--- src/rtl/eco32f_pkg.sv ---
// rtl/eco32f_pkg.sv - shared eco32f writeback constants and types
package eco32f_pkg;

  localparam int DATA_W       = 32;
  localparam int REG_ADDR_W   = 5;
  localparam int EXC_LINK_REG = 30;

  // Which source owns the register-file write port in a given cycle.
  typedef enum logic [1:0] {
    WB_NONE,
    WB_EXC,
    WB_MAIN,
    WB_LATE
  } wb_src_e;

endpackage

--- src/rtl/eco32f_writeback_arb_if.sv ---
// rtl/eco32f_writeback_arb_if.sv - memory-stage, late-result and register-file signals of the writeback stage
interface eco32f_writeback_arb_if #(
  parameter int DATA_W  = eco32f_pkg::DATA_W,
  parameter int ADDR_W  = eco32f_pkg::REG_ADDR_W,
  parameter int LATE_CH = 2,
  parameter int CNT_W   = 32
);

  // Memory-stage side
  logic                      do_exception;
  logic                      mem_stall;
  logic [DATA_W-1:0]         mem_pc;
  logic [DATA_W-1:0]         mem_alu_result;
  logic [DATA_W-1:0]         mem_lsu_result;
  logic                      mem_op_load;
  logic                      mem_rf_r_we;
  logic [ADDR_W-1:0]         mem_rf_r_addr;

  // Late-completing units (mul, div, ...)
  logic [LATE_CH-1:0]        late_valid;
  logic [LATE_CH*DATA_W-1:0] late_data;
  logic [LATE_CH*ADDR_W-1:0] late_addr;
  logic [LATE_CH-1:0]        late_ready;

  // Register-file write port and status
  logic [DATA_W-1:0]         wb_rf_r;
  logic                      wb_rf_r_we;
  logic [ADDR_W-1:0]         wb_rf_r_addr;
  logic                      wb_late_busy;
  logic [CNT_W-1:0]          wb_retired;

  // Pipeline / late-unit side that drives the stage
  modport master (
    output do_exception, mem_stall, mem_pc, mem_alu_result, mem_lsu_result,
    output mem_op_load, mem_rf_r_we, mem_rf_r_addr,
    output late_valid, late_data, late_addr,
    input  late_ready,
    input  wb_rf_r, wb_rf_r_we, wb_rf_r_addr, wb_late_busy, wb_retired
  );

  // The writeback stage itself
  modport slave (
    input  do_exception, mem_stall, mem_pc, mem_alu_result, mem_lsu_result,
    input  mem_op_load, mem_rf_r_we, mem_rf_r_addr,
    input  late_valid, late_data, late_addr,
    output late_ready,
    output wb_rf_r, wb_rf_r_we, wb_rf_r_addr, wb_late_busy, wb_retired
  );

endinterface

--- src/rtl/eco32f_wb_fifo.sv ---
// rtl/eco32f_wb_fifo.sv - small circular FIFO buffering late writeback results
module eco32f_wb_fifo #(
  parameter int WIDTH = 37,
  parameter int DEPTH = 4
) (
  input  logic                   clk,
  input  logic                   rst,
  input  logic                   push,
  input  logic                   pop,
  input  logic                   flush,
  input  logic [WIDTH-1:0]       din,
  output logic [WIDTH-1:0]       dout,
  output logic [$clog2(DEPTH):0] count,
  output logic                   full,
  output logic                   empty
);

  localparam int PTR_W = $clog2(DEPTH);

  logic [WIDTH-1:0] mem_q [DEPTH];
  logic [PTR_W-1:0] wr_ptr_q, wr_ptr_d;
  logic [PTR_W-1:0] rd_ptr_q, rd_ptr_d;
  logic [PTR_W:0]   count_q, count_d;
  logic             do_push, do_pop;

  // Flush wins over both ports; full/empty come from the registered count only.
  assign do_push = push & ~flush & ~full;
  assign do_pop  = pop  & ~flush & ~empty;

  assign full  = (count_q == (PTR_W+1)'(DEPTH));
  assign empty = (count_q == '0);
  assign count = count_q;
  assign dout  = mem_q[rd_ptr_q];

  // Next pointers and occupancy; depth is a power of two so pointers wrap naturally.
  always_comb begin
    wr_ptr_d = wr_ptr_q;
    rd_ptr_d = rd_ptr_q;
    count_d  = count_q;
    if (flush) begin
      wr_ptr_d = '0;
      rd_ptr_d = '0;
      count_d  = '0;
    end else begin
      if (do_push) wr_ptr_d = wr_ptr_q + PTR_W'(1);
      if (do_pop)  rd_ptr_d = rd_ptr_q + PTR_W'(1);
      case ({do_push, do_pop})
        2'b10:   count_d = count_q + (PTR_W+1)'(1);
        2'b01:   count_d = count_q - (PTR_W+1)'(1);
        default: count_d = count_q;
      endcase
    end
  end

  // Pointer and count registers.
  always_ff @(posedge clk or posedge rst) begin
    if (rst) begin
      wr_ptr_q <= '0;
      rd_ptr_q <= '0;
      count_q  <= '0;
    end else begin
      wr_ptr_q <= wr_ptr_d;
      rd_ptr_q <= rd_ptr_d;
      count_q  <= count_d;
    end
  end

  // Entry storage; contents are meaningless while the count says empty.
  always_ff @(posedge clk) begin
    if (do_push) mem_q[wr_ptr_q] <= din;
  end

endmodule

--- src/rtl/eco32f_writeback_arb.sv ---
// rtl/eco32f_writeback_arb.sv - shared register-file write port for main pipeline and late units
module eco32f_writeback_arb #(
  parameter int DATA_W  = eco32f_pkg::DATA_W,
  parameter int ADDR_W  = eco32f_pkg::REG_ADDR_W,
  parameter int LATE_CH = 2,
  parameter int QDEPTH  = 4,
  parameter int EXC_REG = eco32f_pkg::EXC_LINK_REG,
  parameter int CNT_W   = 32
) (
  input  logic                  clk,
  input  logic                  rst,
  eco32f_writeback_arb_if.slave bus
);

  import eco32f_pkg::*;

  localparam int PTR_W  = (LATE_CH > 1) ? $clog2(LATE_CH) : 1;
  localparam int ENT_W  = ADDR_W + DATA_W;
  localparam int QCNT_W = $clog2(QDEPTH) + 1;

  logic                advance;
  logic                main_we;
  logic [DATA_W-1:0]   main_data;

  logic                grant_any;
  logic [PTR_W-1:0]    grant_idx;
  logic [PTR_W-1:0]    rr_ptr_q, rr_ptr_d;
  logic                accept;
  logic                push;
  logic                pop;
  logic [DATA_W-1:0]   sel_data;
  logic [ADDR_W-1:0]   sel_addr;

  logic [ENT_W-1:0]    fifo_din, fifo_dout;
  logic [QCNT_W-1:0]   fifo_count;
  logic                fifo_full, fifo_empty;

  wb_src_e             src;

  logic [DATA_W-1:0]   wb_data_q, wb_data_d;
  logic [ADDR_W-1:0]   wb_addr_q, wb_addr_d;
  logic                wb_we_q, wb_we_d;
  logic [CNT_W-1:0]    retired_q, retired_d;

  // An exception always pushes the memory-stage slot forward, even when stalled.
  assign advance   = ~bus.mem_stall | bus.do_exception;
  assign main_we   = bus.do_exception |
                     (advance & bus.mem_rf_r_we & (bus.mem_rf_r_addr != '0));
  assign main_data = bus.mem_op_load ? bus.mem_lsu_result : bus.mem_alu_result;

  // Round-robin pick: search starts at rr_ptr_q (one past the last accepted channel).
  always_comb begin
    int idx;
    grant_any = 1'b0;
    grant_idx = '0;
    idx       = 0;
    for (int k = 0; k < LATE_CH; k++) begin
      idx = int'(rr_ptr_q) + k;
      if (idx >= LATE_CH) idx = idx - LATE_CH;
      if (!grant_any && bus.late_valid[idx]) begin
        grant_any = 1'b1;
        grant_idx = PTR_W'(idx);
      end
    end
  end

  assign sel_data = bus.late_data[int'(grant_idx)*DATA_W +: DATA_W];
  assign sel_addr = bus.late_addr[int'(grant_idx)*ADDR_W +: ADDR_W];

  // No pop-through: a full FIFO refuses even if it pops this same edge.
  assign accept = grant_any & ~fifo_full & ~bus.do_exception;
  // r0 results complete the handshake but are dropped instead of stored.
  assign push   = accept & (sel_addr != '0);

  // One-hot ready to the granted channel only.
  always_comb begin
    bus.late_ready = '0;
    for (int i = 0; i < LATE_CH; i++) begin
      bus.late_ready[i] = accept && (int'(grant_idx) == i);
    end
  end

  // Advance the round-robin pointer past the channel whose handshake completed.
  always_comb begin
    rr_ptr_d = rr_ptr_q;
    if (accept) begin
      if (int'(grant_idx) == LATE_CH - 1) rr_ptr_d = '0;
      else                                rr_ptr_d = grant_idx + PTR_W'(1);
    end
  end

  // Round-robin pointer register.
  always_ff @(posedge clk or posedge rst) begin
    if (rst) rr_ptr_q <= '0;
    else     rr_ptr_q <= rr_ptr_d;
  end

  assign fifo_din = {sel_addr, sel_data};

  eco32f_wb_fifo #(
    .WIDTH (ENT_W),
    .DEPTH (QDEPTH)
  ) u_fifo (
    .clk   (clk),
    .rst   (rst),
    .push  (push),
    .pop   (pop),
    .flush (bus.do_exception),
    .din   (fifo_din),
    .dout  (fifo_dout),
    .count (fifo_count),
    .full  (fifo_full),
    .empty (fifo_empty)
  );

  // Port owner this cycle: exception, then main pipeline, then buffered late result.
  always_comb begin
    src = WB_NONE;
    if (bus.do_exception)  src = WB_EXC;
    else if (main_we)      src = WB_MAIN;
    else if (!fifo_empty)  src = WB_LATE;
  end

  assign pop = (src == WB_LATE);

  // Next write-port values; data and address hold when the port is idle.
  always_comb begin
    wb_we_d   = 1'b0;
    wb_data_d = wb_data_q;
    wb_addr_d = wb_addr_q;
    case (src)
      WB_EXC: begin
        wb_we_d   = 1'b1;
        wb_data_d = bus.mem_pc;
        wb_addr_d = ADDR_W'(EXC_REG);
      end
      WB_MAIN: begin
        wb_we_d   = 1'b1;
        wb_data_d = main_data;
        wb_addr_d = bus.mem_rf_r_addr;
      end
      WB_LATE: begin
        wb_we_d   = 1'b1;
        wb_data_d = fifo_dout[DATA_W-1:0];
        wb_addr_d = fifo_dout[ENT_W-1:DATA_W];
      end
      default: begin
        wb_we_d = 1'b0;
      end
    endcase
  end

  // Retire count covers main-pipeline instructions leaving normally, not exceptions.
  assign retired_d = (advance & ~bus.do_exception) ? retired_q + CNT_W'(1) : retired_q;

  // Registered write port and retire counter.
  always_ff @(posedge clk or posedge rst) begin
    if (rst) begin
      wb_we_q   <= 1'b0;
      wb_data_q <= '0;
      wb_addr_q <= '0;
      retired_q <= '0;
    end else begin
      wb_we_q   <= wb_we_d;
      wb_data_q <= wb_data_d;
      wb_addr_q <= wb_addr_d;
      retired_q <= retired_d;
    end
  end

  assign bus.wb_rf_r      = wb_data_q;
  assign bus.wb_rf_r_we   = wb_we_q;
  assign bus.wb_rf_r_addr = wb_addr_q;
  assign bus.wb_retired   = retired_q;
  assign bus.wb_late_busy = (fifo_count != '0);

endmodule

--- src/flat_wrapper.sv ---
// flat-port wrapper written by rule: the top's interface ports become plain ports
module eco32f_writeback_arb_flat import eco32f_pkg::*;
#(
  parameter int DATA_W  = eco32f_pkg::DATA_W,
  parameter int ADDR_W  = eco32f_pkg::REG_ADDR_W,
  parameter int LATE_CH = 2,
  parameter int QDEPTH  = 4,
  parameter int EXC_REG = eco32f_pkg::EXC_LINK_REG,
  parameter int CNT_W   = 32
)
  (clk, rst, bus_do_exception, bus_mem_stall, bus_mem_pc, bus_mem_alu_result, bus_mem_lsu_result, bus_mem_op_load, bus_mem_rf_r_we, bus_mem_rf_r_addr, bus_late_valid, bus_late_data, bus_late_addr, bus_late_ready, bus_wb_rf_r, bus_wb_rf_r_we, bus_wb_rf_r_addr, bus_wb_late_busy, bus_wb_retired);
  eco32f_writeback_arb_if #(.DATA_W(DATA_W), .ADDR_W(ADDR_W), .LATE_CH(LATE_CH), .CNT_W(CNT_W)) bus_i ();
  input  logic clk;
  input  logic rst;
  input wire logic [$bits(bus_i.do_exception)-1:0] bus_do_exception;
  input wire logic [$bits(bus_i.mem_stall)-1:0] bus_mem_stall;
  input wire logic [$bits(bus_i.mem_pc)-1:0] bus_mem_pc;
  input wire logic [$bits(bus_i.mem_alu_result)-1:0] bus_mem_alu_result;
  input wire logic [$bits(bus_i.mem_lsu_result)-1:0] bus_mem_lsu_result;
  input wire logic [$bits(bus_i.mem_op_load)-1:0] bus_mem_op_load;
  input wire logic [$bits(bus_i.mem_rf_r_we)-1:0] bus_mem_rf_r_we;
  input wire logic [$bits(bus_i.mem_rf_r_addr)-1:0] bus_mem_rf_r_addr;
  input wire logic [$bits(bus_i.late_valid)-1:0] bus_late_valid;
  input wire logic [$bits(bus_i.late_data)-1:0] bus_late_data;
  input wire logic [$bits(bus_i.late_addr)-1:0] bus_late_addr;
  output wire logic [$bits(bus_i.late_ready)-1:0] bus_late_ready;
  output wire logic [$bits(bus_i.wb_rf_r)-1:0] bus_wb_rf_r;
  output wire logic [$bits(bus_i.wb_rf_r_we)-1:0] bus_wb_rf_r_we;
  output wire logic [$bits(bus_i.wb_rf_r_addr)-1:0] bus_wb_rf_r_addr;
  output wire logic [$bits(bus_i.wb_late_busy)-1:0] bus_wb_late_busy;
  output wire logic [$bits(bus_i.wb_retired)-1:0] bus_wb_retired;
  assign bus_i.do_exception = bus_do_exception;
  assign bus_i.mem_stall = bus_mem_stall;
  assign bus_i.mem_pc = bus_mem_pc;
  assign bus_i.mem_alu_result = bus_mem_alu_result;
  assign bus_i.mem_lsu_result = bus_mem_lsu_result;
  assign bus_i.mem_op_load = bus_mem_op_load;
  assign bus_i.mem_rf_r_we = bus_mem_rf_r_we;
  assign bus_i.mem_rf_r_addr = bus_mem_rf_r_addr;
  assign bus_i.late_valid = bus_late_valid;
  assign bus_i.late_data = bus_late_data;
  assign bus_i.late_addr = bus_late_addr;
  assign bus_late_ready = bus_i.late_ready;
  assign bus_wb_rf_r = bus_i.wb_rf_r;
  assign bus_wb_rf_r_we = bus_i.wb_rf_r_we;
  assign bus_wb_rf_r_addr = bus_i.wb_rf_r_addr;
  assign bus_wb_late_busy = bus_i.wb_late_busy;
  assign bus_wb_retired = bus_i.wb_retired;
  eco32f_writeback_arb #(.DATA_W(DATA_W), .ADDR_W(ADDR_W), .LATE_CH(LATE_CH), .QDEPTH(QDEPTH), .EXC_REG(EXC_REG), .CNT_W(CNT_W)) u_core (.clk(clk), .rst(rst), .bus(bus_i));
endmodule
--- config.mk ---
export PLATFORM = sky130hd
export DESIGN_NAME = eco32f_writeback_arb_flat
export DESIGN_NICKNAME = d
export VERILOG_FILES = /design/src/rtl/eco32f_pkg.sv /design/src/rtl/eco32f_writeback_arb_if.sv /design/src/rtl/eco32f_wb_fifo.sv /design/src/rtl/eco32f_writeback_arb.sv /design/src/flat_wrapper.sv
export SDC_FILE = /design/constraint.sdc
export NUM_CORES = 1
export LEC_CHECK = 0
export BUFFER_PORTS_ARGS = -buffer_cell sky130_fd_sc_hd__buf_2
export CAP_MARGIN = 20
export CORE_MARGIN = 3
export CORE_UTILIZATION = 25
export CTS_BUF_LIST = sky130_fd_sc_hd__clkbuf_8 sky130_fd_sc_hd__clkbuf_16
export CTS_CLUSTER_SIZE = 40
export DETAILED_ROUTE_END_ITERATION = 7
export MAX_ROUTING_LAYER = met4
export PLACE_DENSITY = 0.52
export SLEW_MARGIN = 20
export SYNTH_ARGS = -nofsm -noshare
export SYNTH_HDL_FRONTEND = slang
export SYNTH_SLANG_ARGS = --single-unit
--- constraint.sdc ---
create_clock -name clk -period 2.3 [get_ports clk]
set_input_delay 0.115 -clock clk [delete_from_list [all_inputs] [get_ports clk]]
set_output_delay 0.115 -clock clk [all_outputs]
set_load 0.005 [all_outputs]
==> results.ini, run 1 <==
[global_routing]
grt.busiest_layer = met2
grt.met1_usage_pct = 17.9
grt_use_met3_pct = 1.91
antenna_found_initial = 1
track_usage_pct = 13.9
grt_use_met2_pct = 23.0
grt_pass1_vias = 7432
grt_max_degree = 47
grt_overflow = 0
grt_pass1_wl_um = 43700

[worst_setup_path]
critPathLaunchType = primary input
critPathMaxFanout = 2
rrSetupSlack_ps = 40
reg2reg_to = u_core.u_fifo.count[2]$_DFFE_PP0P_
crit_type = in2reg
crit_arrival_ps = 2690
r2r-start = u_core.u_fifo.count[2]$_DFFE_PP0P_
reg2regPathDepth = 8
endpoint_kind = flop
cp.required_ps = 2720

[synthesis]
ys_seq_elements = 226
synth-edff-count = 148
ys_seq_area_share_pct = 64.6
ys_types = 45
ys_warn_count = 0
syn-cell-area_sq_um = 9910
synth_async_sr_flop_share_pct = 34.5
syn_area_per_cell_sq_um = 14.9
synth_nets = 852
synth_cells = 663
ys.flop_type = edfxtp_1

[placement]
dp_hpwl_um = 18800
dpl_cell_area_sq_um = 12100
gp_congestion = 0.751
io_buffers = 255

[finish]
multi_input_area_sq_um = 3360
drive_gt1_share_pct = 39.1
fillers = 3772
final_area_sq_um = 14400
nets = 1279
register_area_sq_um = 6400
synthToLayoutAreaGrowth_pct = 45.7

[timing]
setup_viol = 0
hold_viol_final = 0
worstMarginPinSlew_ps = 694
fin_hold_ws_ps = 17.0
final.setup.tns_ps = 0
fmax_mhz = 441
drv_slew = 0
maxSlewHeadroom_pct = 53.7
min_period_ps = 2270
finalCritPeriodShare_pct = 98.5
clock_skew_ps = 18.3
rsz0062_at_grt = true

[hold_path]
hold_path_depth = 2
hold_path.class = in2reg
worstHoldEndpoint = u_core.u_fifo.mem_q[2][28]$_DFFE_PP_
hp-start = bus_late_data[28]

[power_and_ir_drop]
comb_power_share_pct = 27.0
internal_power_uw = 9220
cellPowerDensity_nw_per_um2 = 900
switching_share_pct = 29.1
p_leak_uw = 0.00576
ir_drop_mv = 0.409
power_frac_seq_pct = 41.4
power.total_uw = 13000
power.share.clock_pct = 31.6
power.switching_uw = 3780

[route]
route.detailed.drc = 0
wl_per_cell_um = 17.8
via_count = 7194
first_iter_violations = 366
ant_nets = 0
dr.pass1.iters = 4
vias_per_cell = 4.42
routed_wl_um = 29100

[clocking]
ctsHtreeMaxLevel = 1
cts.path.max_buffers = 3
clock_latency_ps = 540
cts.sinks = 226
clkTransAtPathRegs_ps = 60
cts_tree = built
numCtsBuffers = 26
root_buffer = clkbuf_16

[floorplan]
die_area_sq_um = 42100
core_sq_um = 38900
die_h_um = 205
die_x_um = 205
rows = 72
pin_count = 256
initial_core_util_pct = 25.5

[run]
cap_violations = 0

[outcome]
status = completed

[registers in the layout, summed over array words and instances, names as in the netlist]
name	flops
u_core.u_fifo.mem_q	148
u_core.bus.wb_retired	32
u_core.bus.wb_rf_r	32
u_core.bus.wb_rf_r_addr	5
u_core.u_fifo.count	3
u_core.u_fifo.rd_ptr_q	2
u_core.u_fifo.wr_ptr_q	2
u_core.bus.wb_rf_r_we	1
u_core.rr_ptr_q	1
[Yosys cell counts, types with 19 or more instances]
cell	instances	share of area, %
a21oi_1	34	1.7
clkbuf_1	29	1.1
dfrtp_1	78	20
edfxtp_1	148	45
mux2_2	39	4.4
mux2i_1	36	3.6
mux4_2	37	8.4
nand2_1	51	1.9
nor2_1	19	0.72
o21ai_0	34	1.7
o22ai_1	30	1.9
xnor2_1	23	2.0
[how the worst max path moves through the flow]
stage	from	end	slack [ps]	depth (start not counted)
after floorplan	u_core.u_fifo.count[2]$_DFFE_PP0P_	u_core.u_fifo.count[2]$_DFFE_PP0P_	-80	9
after global placement	bus_mem_rf_r_addr[0]	u_core.u_fifo.count[2]$_DFFE_PP0P_	-80	9
after detailed placement	bus_mem_rf_r_addr[0]	u_core.u_fifo.count[2]$_DFFE_PP0P_	-80	9
after CTS	u_core.u_fifo.count[2]$_DFFE_PP0P_	u_core.u_fifo.count[2]$_DFFE_PP0P_	50	8
after global routing	u_core.u_fifo.count[2]$_DFFE_PP0P_	u_core.u_fifo.count[2]$_DFFE_PP0P_	-60	8
final	bus_mem_rf_r_addr[3]	u_core.u_fifo.count[2]$_DFFE_PP0P_	30	10
[placed cells by master, fill, tap and decap left out, types with 2 or more instances in the layout]
| cell | n |
|---|---|
| a21oi_1 | 34 |
| a22oi_1 | 6 |
| and2_2 | 4 |
| and3_1 | 3 |
| and4_1 | 2 |
| buf_12 | 12 |
| buf_2 | 255 |
| buf_4 | 27 |
| bufinv_16 | 2 |
| clkbuf_16 | 27 |
| clkinv_1 | 2 |
| clkinv_2 | 4 |
| clkinv_4 | 4 |
| dfrtp_1 | 76 |
| dlygate4sd3_1 | 141 |
| edfxtp_1 | 148 |
| ha_1 | 5 |
| inv_1 | 13 |
| inv_2 | 2 |
| mux2_2 | 39 |
| mux2i_1 | 36 |
| mux4_2 | 37 |
| nand2_1 | 50 |
| nand3_1 | 8 |
| nand4_1 | 9 |
| nor2_1 | 18 |
| nor2b_1 | 3 |
| nor3_1 | 9 |
| nor3_2 | 2 |
| nor4_1 | 2 |
| o21ai_0 | 34 |
| o22ai_1 | 30 |
| or3_1 | 4 |
| or4_1 | 2 |
| xnor2_1 | 23 |
| xor2_1 | 10 |
[cell families (layout without fill, tap and decap cells)]
family	count (synthesis)	after routing	synth area share, %
AO/OA/AOI/OAI	109	109	6.31
XOR/XNOR	34	34	3.08
adder cells (fa/ha/maj)	6	6	0.833
buffers and inverters	46	493	1.96
flip-flops	226	226	64.6
multiplexers	114	114	16.7
other	0	1	0
AND/OR/NAND/NOR	128	128	6.52
[routing by layer]
metal  vias to the layer above  share of wire (%)  wire length (um)
met2                       211                 49             14100
met1                      3535                 44             12800
li1                       3401                  -                 -
met3                        47                4.4              1290
met5                         -                  0                 0
met4                         0                2.8               827
[power by group through the flow]
| stage | sequential [uW] | clock (uW) | combinational [uW] |
|---|---|---|---|
| after CTS | 5390 | 4250 | 3590 |
| after global placement | 5460 | 0 | 3340 |
| final | 5380 | 4110 | 3510 |
| after global routing | 5450 | 4410 | 3890 |
| after detailed placement | 5460 | 0 | 3370 |
| after floorplan | 5390 | 0 | 1890 |
[final cells by class]
cell class,instances,area share (%)
flip-flops and latches,226,44.3
multi-input cells,391,23.3
repair buffers,435,21.7
clock buffers,28,4.77
well taps,518,4.49
clock inverters,20,1.17
inverters,10,0.277
diodes,1,0.0173
[critical path, stage by stage]
cell and delay, ps:
dlygate4sd3_1 540, buf_2 130, or4_4 410, o21a_4 210, or3_1 400, nor2_4 110
fa_2 190, o21ai_0 70, mux2i_1 180, mux2_1 330
[through the flow]
stage / setup slack, ps / util, % / instances
global placement: -82.6 / 31.2 / 1437
detailed placement: -83.9 / 31.2 / 1437
global route: -57.0 / 37.1 / 1629
floorplan: -80.1 / - / 663
finish: 34.3 / 37.1 / 1629
CTS: 46.7 / 37.1 / 1627
[what timing repair did]
action,in CTS,in global routing
gates resized for setup,2,1
hold buffers,141,0
hold endpoints to repair,222,0
gates cloned,0,0
setup endpoints to repair,1,1
pin swaps,5,4
setup buffers,1,1
Note: power is estimated with default switching activity, not from simulation.
==> run 2, diff against run 1 <==
==> constraint.sdc (replaced) <==
create_clock -name clk -period 2.3 [get_ports clk]
set_input_delay 0.46 -clock clk [delete_from_list [all_inputs] [get_ports clk]]
set_output_delay 0.46 -clock clk [all_outputs]
set_load 0.005 [all_outputs]
==> run 2 against run 1 <==
  * Cell area down 8.3%
  * Power increased by 0.34%
  * Sequential share of layout area up 4.0 points
  * Critical path type is now reg2reg
  * Largest cell class unchanged
  * Critical endpoint unchanged
  * Largest power group unchanged
  * Clock power grew 1%
  * Die area did not move
==> results.ini, run 2 (synthesis gave the netlist of run 1 again) <==
[finish]
largest_register_ff_count = 148  ; unchanged
mostFrequentLayoutCells = buf_2 (255), edfxtp_1 (148), dfrtp_1 (76), nand2_1 (50), mux2_2 (39)
register_area_sq_um = 6400  ; unchanged
drive_gt1_share_pct = 45.5  ; +6.4 points
synthToLayoutAreaGrowth_pct = 33.6
multi_input_area_sq_um = 3370  ; +0.37%
nets = 1149  ; -10%
top_register = u_core.u_fifo.mem_q
layout_commonest_cell = buf_2
fillers = 3865  ; +2.5%

[floorplan]
pin_count = 256  ; unchanged
rows = 72  ; unchanged
core_sq_um = 38900  ; unchanged
die_x_um = 205  ; unchanged
die_h_um = 205  ; unchanged
initial_core_util_pct = 25.5  ; unchanged
die_area_sq_um = 42100  ; unchanged

[power_and_ir_drop]
p_leak_uw = 0.00527  ; -8.6%
cellPowerDensity_nw_per_um2 = 985  ; +9.4%
power.total_uw = 13000  ; +0.34%
ir_drop_mv = 0.391  ; -4.3%

[hold_path]
hold_path.class = in2async

[global_routing]
track_usage_pct = 12.9  ; -0.93 points
grt_overflow = 0  ; unchanged
grt_pass1_vias = 6801  ; -8.5%
antenna_found_initial = 2  ; +1
grt_max_degree = 79  ; +68%
grt_pass1_wl_um = 40400  ; -7.4%

[worst_setup_path]
critPathLaunchType = flop
r2r-start = u_core.u_fifo.count[2]$_DFFE_PP0P_
worstPathCellList = nor3b_4, nor3_2, and3_4, nor2_2, fa_2, or3_1, mux2i_1, mux2_1
cp_top_family = simple AND/OR/NAND/NOR gates
endpoint_kind = flop
critPathMaxFanout = 3  ; +1
reg2regPathDepth = 8  ; unchanged
crit_buf_inv = 0  ; -2
cp.depth = 8  ; -2
setup.worst_path.start = u_core.u_fifo.count[2]$_DFFE_PP0P_
crit_type = reg2reg
max_stage_delay_ps = 370  ; -170 ps
cp.required_ps = 2720  ; about the same
crit_arrival_ps = 2690  ; about the same
cp_slowest_cell = dfrtp_1
rrSetupSlack_ps = 30  ; about the same
reg2reg_to = u_core.u_fifo.count[2]$_DFFE_PP0P_

[timing]
hold_viol_final = 0  ; unchanged
clock_skew_ps = 20.9  ; +2.61 ps
fmax_mhz = 440  ; -0.41%
drv_slew = 0  ; unchanged
min_period_ps = 2270  ; +9.27 ps
rsz0062_at_grt = true
finalCritPeriodShare_pct = 98.9  ; +0.40 points
maxSlewHeadroom_pct = 60.3  ; +6.6 points
worstMarginPinSlew_ps = 595  ; -99.5 ps
fin_hold_ws_ps = 67.3  ; +50.3 ps
layout_setup_ws_ps = 25.1  ; -9.27 ps
setup_viol = 0  ; unchanged

[clocking]
clkTransAtPathRegs_ps = 60  ; about the same
cts.sinks = 226  ; unchanged
clock_latency_ps = 550  ; about the same
ctsHtreeMaxLevel = 1  ; unchanged
cts.path.max_buffers = 3  ; unchanged
cts_tree = built
numCtsBuffers = 26  ; unchanged
root_buffer = clkbuf_16

[route]
first_iter_violations = 267  ; -27%
wl_per_cell_um = 18.3  ; +2.8%
dr.pass1.iters = 5  ; +1
ant_nets = 0  ; unchanged
via_count = 6579  ; -8.5%
vias_per_cell = 4.39  ; -0.68%
routed_wl_um = 27500  ; -5.3%
route.detailed.drc = 0  ; unchanged

[placement]
io_buffers = 255  ; unchanged
dp_hpwl_um = 18500  ; -1.5%
place_ws_ps = -370  ; -286 ps
gp_congestion = 0.727  ; -3.1%

[outcome]
status = completed

[run]
cap_violations = 0  ; unchanged

## run 2: cell count changes in the layout (fill, tap and decap cells not counted), moves of 2 or more
cell	change
clkbuf_8	+2
dlygate4sd3_1	-141
clkinv_4	-3
clkinv_2	-2
clkinvlp_4	+2
buf_4	+4
buf_12	+5
## run 2: metrics by stage
stage | std cells | utilization (%) | area (sq um) | setup TNS [ps]
after floorplan | 663 | - | 9920 | -582
after global placement | 1445 | 31.5 | 12200 | -28120
after detailed placement | 1445 | 31.5 | 12200 | -28420
after CTS | 1494 | 33.8 | 13100 | -145
after global routing | 1500 | 34.0 | 13200 | -139
final | 1500 | 34.0 | 13200 | 0
## run 2: per-layer routing
metal  track usage, %  routed length (um)  part of all wire, %
met5                -                   0                    0
met4             3.05                 503                  1.8
met3             2.16                1440                  5.2
met2             21.5               13600                   50
met1             16.6               11900                   43
## run 2: where the power goes
part / switching (uW) / internal [uW] / leakage (uW) / total [uW]
logic: 1730 / 1750 / 0.00252 / 3480
registers: 343 / 5050 / 0.00230 / 5390
clock network: 1670 / 2500 / 0.000458 / 4170
## run 2: timing repair
item                       CTS  global route
setup buffers                1             3
setup endpoints to repair    4             3
cloned                       0             1
pin swaps                    1             3
hold buffers                 0             0
resized for setup            3             8
## run 2: worst max-delay path by stage
stage                                                    end  slack (ps)
after floorplan           u_core.u_fifo.count[2]$_DFFE_PP0P_        -350
after detailed placement  u_core.u_fifo.count[2]$_DFFE_PP0P_        -370
after global placement    u_core.u_fifo.count[2]$_DFFE_PP0P_        -400
after global routing      u_core.u_fifo.count[2]$_DFFE_PP0P_        -100
after CTS                 u_core.u_fifo.count[2]$_DFFE_PP0P_         -70
final                     u_core.u_fifo.count[2]$_DFFE_PP0P_          30
## run 2: tightest hold or removal path: stages
cell and delay, ps:
buf_2 110, clkinvlp_4 70, buf_12 370
## run 2: area by class of cell
cell class	instances	share of cell area, %
Inverter	10	0.340
Clock buffer	29	5.23
Multi-Input combinational cell	391	25.5
Timing Repair Buffer	305	14.2
Clock inverter	19	1.44
Tap cell	518	4.90
Sequential cell	226	48.4
Antenna cell	2	0.0378
